**config.mk**
```make
export PLATFORM = sky130hd
export DESIGN_NAME = ram_read_arbiter
export DESIGN_NICKNAME = d
export VERILOG_FILES = /design/src/rtl/ram_read_arbiter.sv
export SDC_FILE = /design/constraint.sdc
export NUM_CORES = 1
export LEC_CHECK = 0
export BUFFER_PORTS_ARGS = -buffer_cell sky130_fd_sc_hd__buf_2
export CORE_MARGIN = 2
export CORE_UTILIZATION = 44
export DETAILED_ROUTE_END_ITERATION = 8
export PLACE_DENSITY = 0.95
export SLEW_MARGIN = 20
export SYNTH_ARGS = -nofsm -noshare
export SYNTH_HDL_FRONTEND = slang
export SYNTH_SLANG_ARGS = --single-unit
```
**constraint.sdc**
```tcl
create_clock -name clk -period 4.9 [get_ports clk]
set_input_delay 0 -clock clk [delete_from_list [all_inputs] [get_ports clk]]
set_output_delay 0 -clock clk [all_outputs]
set_load 0.01 [all_outputs]
```
**src/rtl/ram_read_arbiter.sv**
```systemverilog
// Round-robin arbiter sharing one block-RAM read port among NUM_REQ requesters, with write passthrough.
// Define RAM_ARB_FIXED_PRIORITY_EN for fixed lowest-index-wins arbitration instead of round-robin.
module ram_read_arbiter #(
    parameter int WIDTH        = 8,
    parameter int DEPTH        = 32,
    parameter int NUM_REQ      = 4,
    parameter int READ_LATENCY = 2,
    localparam int ADDR_W      = $clog2(DEPTH),
    localparam int PTR_W       = (NUM_REQ > 1) ? $clog2(NUM_REQ) : 1
) (
    input  logic                       clk,
    input  logic                       rst,
    input  logic [NUM_REQ-1:0]         req_valid,
    input  logic [NUM_REQ*ADDR_W-1:0]  req_addr,
    output logic [NUM_REQ-1:0]         req_grant,
    output logic [NUM_REQ-1:0]         resp_valid,
    output logic [WIDTH-1:0]           resp_data,
    input  logic                       wr_en,
    input  logic [ADDR_W-1:0]          wr_addr,
    input  logic [WIDTH-1:0]           wr_data,
    output logic                       ram_write,
    output logic [ADDR_W-1:0]          ram_addra,
    output logic [WIDTH-1:0]           ram_dina,
    output logic                       ram_read,
    output logic [ADDR_W-1:0]          ram_addrb,
    input  logic [WIDTH-1:0]           ram_doutb,
    output logic                       busy
);

    logic [ADDR_W-1:0]  addr_arr [NUM_REQ];
    logic [NUM_REQ-1:0] eligible;
    logic               grant_found;
    logic [PTR_W-1:0]   grant_idx;

    assign ram_write = wr_en & ~rst;
    assign ram_addra = wr_addr;
    assign ram_dina  = wr_data;

    // A read that hits the address being written this cycle is held off, not dropped.
    for (genvar g = 0; g < NUM_REQ; g++) begin : gen_req
        assign addr_arr[g] = req_addr[g*ADDR_W +: ADDR_W];
        assign eligible[g] = req_valid[g] & ~rst & ~(wr_en && (addr_arr[g] == wr_addr));
    end

`ifdef RAM_ARB_FIXED_PRIORITY_EN

    always_comb begin
        grant_found = 1'b0;
        grant_idx   = '0;
        for (int k = NUM_REQ - 1; k >= 0; k--) begin
            if (eligible[k]) begin
                grant_found = 1'b1;
                grant_idx   = PTR_W'(k);
            end
        end
    end

`else

    logic [PTR_W-1:0] ptr;
    logic [PTR_W:0]   scan;

    // The extra scan bit lets ptr+k be wrapped explicitly for non-power-of-two NUM_REQ.
    always_comb begin
        grant_found = 1'b0;
        grant_idx   = '0;
        scan        = '0;
        for (int k = 0; k < NUM_REQ; k++) begin
            scan = {1'b0, ptr} + (PTR_W+1)'(k);
            if (scan >= (PTR_W+1)'(NUM_REQ)) begin
                scan = scan - (PTR_W+1)'(NUM_REQ);
            end
            if (!grant_found && eligible[scan[PTR_W-1:0]]) begin
                grant_found = 1'b1;
                grant_idx   = scan[PTR_W-1:0];
            end
        end
    end

    always_ff @(posedge clk) begin
        if (rst) begin
            ptr <= '0;
        end else if (grant_found) begin
            if (grant_idx == PTR_W'(NUM_REQ - 1)) begin
                ptr <= '0;
            end else begin
                ptr <= grant_idx + 1'b1;
            end
        end
    end

`endif

    always_comb begin
        req_grant = '0;
        ram_addrb = '0;
        if (grant_found) begin
            req_grant[grant_idx] = 1'b1;
            ram_addrb            = addr_arr[grant_idx];
        end
    end

    assign ram_read = grant_found;

    // Tags travel alongside the RAM's read latency so data lines up with its issuer.
    logic [READ_LATENCY-1:0] tag_valid;
    logic [NUM_REQ-1:0]      tag_id [READ_LATENCY];

    always_ff @(posedge clk) begin
        if (rst) begin
            tag_valid <= '0;
            for (int s = 0; s < READ_LATENCY; s++) begin
                tag_id[s] <= '0;
            end
        end else begin
            tag_valid[0] <= ram_read;
            tag_id[0]    <= req_grant;
            for (int s = 1; s < READ_LATENCY; s++) begin
                tag_valid[s] <= tag_valid[s-1];
                tag_id[s]    <= tag_id[s-1];
            end
        end
    end

    assign resp_valid = tag_valid[READ_LATENCY-1] ? tag_id[READ_LATENCY-1] : '0;
    assign resp_data  = ram_doutb;
    assign busy       = |tag_valid;

endmodule
```
==> metrics.json <==
{
  "cts_hold_buffers": {"value": 0},
  "route.detailed.vias_per_inst": {"value": 5.06},
  "clock_tree.buffer_depth": {"value": 2},
  "die_y": {"value": 55.5, "unit": "um"},
  "drt-total-wl": {"value": 2370, "unit": "um"},
  "post_synth.cell_area_avg": {"value": 9.04, "unit": "um^2"},
  "critical_path_endpoint_category": {"value": "primary output"},
  "clock_sink_count": {"value": 12},
  "yosysWarningCount": {"value": 0},
  "syn_to_final_growth": {"value": 9.98, "unit": "%"},
  "cts-buffers-inserted": {"value": 3},
  "cts_max_level": {"value": 1},
  "leftover_overflow_at_the_end_of_global_routing": {"value": 0},
  "tightest_slew": {"value": 0.595, "unit": "ns"},
  "worstSkewPairLatency": {"value": 0.27, "unit": "ns"},
  "syn-num-nets": {"value": 181},
  "setup.worst_path.start_class": {"value": "primary input"},
  "final_common_cell": {"value": "sky130_fd_sc_hd__buf_2"},
  "timing.hold.worst_path_depth": {"value": 0},
  "timing.critical_path.required": {"value": 4.90, "unit": "ns"},
  "grt_use_total": {"value": 0.148},
  "regToRegStartpoint": {"value": "ptr[0]$_SDFFE_PP0P_"},
  "criticalPathCategory": {"value": "in2out"},
  "drt.antenna.violating_nets": {"value": 0},
  "timing.hold.ws": {"value": 0.0000187, "unit": "ns"},
  "seq_area": {"value": 240, "unit": "um^2"},
  "worstPathArrival": {"value": 2.37, "unit": "ns"},
  "crit_path_cells": {"value": "buf_2 > xor2_1 > nor4_1 > a311oi_1 > o32ai_1 > mux2_4 > or2_0 > inv_1 > ha_1 > and2_1 > buf_2"},
  "drt-pass1-iter-count": {"value": 4},
  "dp_hpwl": {"value": 2010, "unit": "um"},
  "routed_length_per_instance": {"value": 12.5, "unit": "um"},
  "grt_start_max_net_pins": {"value": 14},
  "multi_input_comb_area": {"value": 689, "unit": "um^2"},
  "post_route_cells_drive_above_1_share": {"value": 0.400},
  "antenna-diode-count": {"value": 0},
  "cts_setup_buffers": {"value": 0},
  "die-width": {"value": 55.5, "unit": "um"},
  "yosys.cell_types.count": {"value": 32},
  "cp_max_fo": {"value": 8},
  "maxSlewViolCount": {"value": 0},
  "synth.ff_latch_count": {"value": 12},
  "min_to": {"value": "ram_dina[7]"},
  "regToRegSetupSlack": {"value": 2.96, "unit": "ns"},
  "initial_core_util": {"value": 0.466},
  "via_count_of_the_first_global_routing_pass": {"value": 929},
  "status": {"value": "completed"},
  "seq_area_frac_synth": {"value": 0.206},
  "worst-r2r-cell-count": {"value": 8},
  "min_from": {"value": "wr_data[7]"},
  "critical_path.reg2reg.endpoint": {"value": "ptr[1]$_SDFFE_PP0P_"},
  "static-leakage-power": {"value": 0.620, "unit": "nW"},
  "cap_violations": {"value": 0},
  "clock.fmax": {"value": 0.421, "unit": "GHz"},
  "setup_viol_count_final": {"value": 0},
  "finalCritPeriodShare": {"value": 0.485},
  "post-route-drc-count": {"value": 0},
  "timing.critical_path.slowest_stage_cell": {"value": "sky130_fd_sc_hd__or2_0"},
  "cts_root_buf": {"value": "sky130_fd_sc_hd__clkbuf_4"},
  "ir_drop_worst_case_vdd": {"value": 144, "unit": "uV"},
  "crit_top_cell": {"value": "sky130_fd_sc_hd__buf_2"},
  "ctsResizeCount": {"value": 0},
  "layout_common_cells": {"value": "sky130_fd_sc_hd__buf_2 (52), sky130_fd_sc_hd__xor2_1 (12), sky130_fd_sc_hd__and2_1 (12), sky130_fd_sc_hd__dfxtp_1 (12), sky130_fd_sc_hd__mux2i_1 (11)"},
  "clock-skew-final": {"value": 0.00160, "unit": "ns"},
  "holdCritPathClass": {"value": "in2out"},
  "top_ports": {"value": 85},
  "setup_repair_after_global_routing_missed_its_margin": {"value": "no"},
  "tritoncts": {"value": "done"},
  "area_of_the_mapped_netlist": {"value": 1170, "unit": "um^2"},
  "post_synth_inst_count": {"value": 129},
  "portBuffers": {"value": 52},
  "power_per_cell_area": {"value": 240, "unit": "nW/um^2"},
  "critical_path.max_stage_delay": {"value": 0.38, "unit": "ns"},
  "maxSlewHeadroom": {"value": 0.602},
  "nFillCells": {"value": 248},
  "finalHoldViolations": {"value": 0},
  "antenna_found_initial": {"value": 0},
  "grt_pass1_wl": {"value": 3730, "unit": "um"},
  "core_region": {"value": 2500, "unit": "um^2"},
  "vias": {"value": 961},
  "setup_total_negative_slack": {"value": 0, "unit": "ns"},
  "drtIter0Drc": {"value": 5},
  "die_area": {"value": 3080, "unit": "um^2"},
  "placement_row_count": {"value": 18},
  "final_net_count": {"value": 213},
  "min_period": {"value": 2.37, "unit": "ns"},
  "routabilityCongestion": {"value": 0.830}
}
-- layout make-up --
| class | count | area share |
|---|---|---|
| tap | 30 | 0.0293 |
| timing repair buffer | 52 | 0.203 |
| multi-input combinational | 87 | 0.538 |
| clock buffer | 4 | 0.0283 |
| sequential | 12 | 0.187 |
| inverter | 5 | 0.0146 |
-- kinds of logic (layout without fill, tap and decap cells) --
| logic type | after synthesis | count (layout) | synth area share |
|---|---|---|---|
| buf+inv | 30 | 61 | 0.203 |
| xor+xnor | 20 | 20 | 0.150 |
| flops | 12 | 12 | 0.206 |
| simple gates | 34 | 34 | 0.173 |
| compound gates | 17 | 17 | 0.118 |
| fa+ha+maj | 4 | 4 | 0.0429 |
| mux | 12 | 12 | 0.107 |
-- state kept, by name (all words and copies together), names as in the netlist --
register and cells:
tag_id 8, ptr 2, tag_valid 2
-- synthesized netlist by cell type (all sizes together) --
library cell  instances  share of area
dfxtp                12           0.21
xnor2                 8          0.060
a21oi                 2         0.0086
buf                  24           0.16
nor2b                 6          0.032
o2bb2ai               1         0.0075
ha                    4          0.043
inv                   5          0.016
a311oi                2          0.020
o211ai                2          0.013
o32ai                 1         0.0075
a221oi                1          0.013
nand4                 1         0.0054
or2b                  1         0.0075
nand2                 2         0.0064
bufbuf                1          0.028
o22ai                 5          0.027
o22a                  1         0.0086
and2                 12          0.064
xor2                 12          0.090
nor2                  6          0.019
o21ai                 1         0.0043
mux2i                11          0.094
nor4                  3          0.021
a311o                 1         0.0086
mux2                  1          0.013
or2                   3          0.016
-- worst max path at each step --
stage,depth (start not counted),startpoint,end,slack [ns]
finish,11,wr_addr[4],req_grant[3],2.53
global route,11,wr_addr[0],req_grant[3],2.29
CTS,11,wr_addr[0],req_grant[3],2.54
detailed placement,11,wr_addr[0],ptr[1]$_SDFFE_PP0P_,2.42
global placement,11,wr_addr[0],ptr[1]$_SDFFE_PP0P_,2.48
floorplan,11,wr_addr[0],ptr[1]$_SDFFE_PP0P_,2.94
-- per-stage QoR --
stage | utilization | cells | area, um^2 | setup WS (ns) | power, mW
2_1_floorplan | - | 129 | 1170 | 2.94 | 0.212
3_3_place_gp | 0.498 | 186 | 1250 | 2.48 | 0.231
3_5_place_dp | 0.498 | 186 | 1250 | 2.42 | 0.234
4_1_cts | 0.513 | 190 | 1280 | 2.54 | 0.312
5_1_grt | 0.513 | 190 | 1280 | 2.29 | 0.328
6_report | 0.513 | 190 | 1280 | 2.53 | 0.307
-- critical path: cells and delay by family --
kind,cells,cell delay [ns]
xor gates and xnor gates,1,0.18
adders and majority gates,1,0.22
and+or+nand+nor,3,0.86
AOI/OAI and AO/OA,2,0.50
muxes,1,0.21
buffers and inverters,3,0.40
-- routing by layer --
metal	track usage	wire length (um)	part of all wire	vias to the layer above
met5	0	0	0	-
met4	0.0732	75	0.032	0
met3	0.0398	218	0.092	10
met2	0.272	1180	0.50	55
met1	0.151	902	0.38	415
li1	-	-	-	481
-- where the power goes --
part	internal, mW	leakage (nW)	switching, mW	total (mW)
Sequential	0.107	0.0990	0.00480	0.112
Combinational	0.0570	0.500	0.0627	0.120
Clock	0.0451	0.0210	0.0307	0.0758
Note: power is estimated with default switching activity, not from simulation.
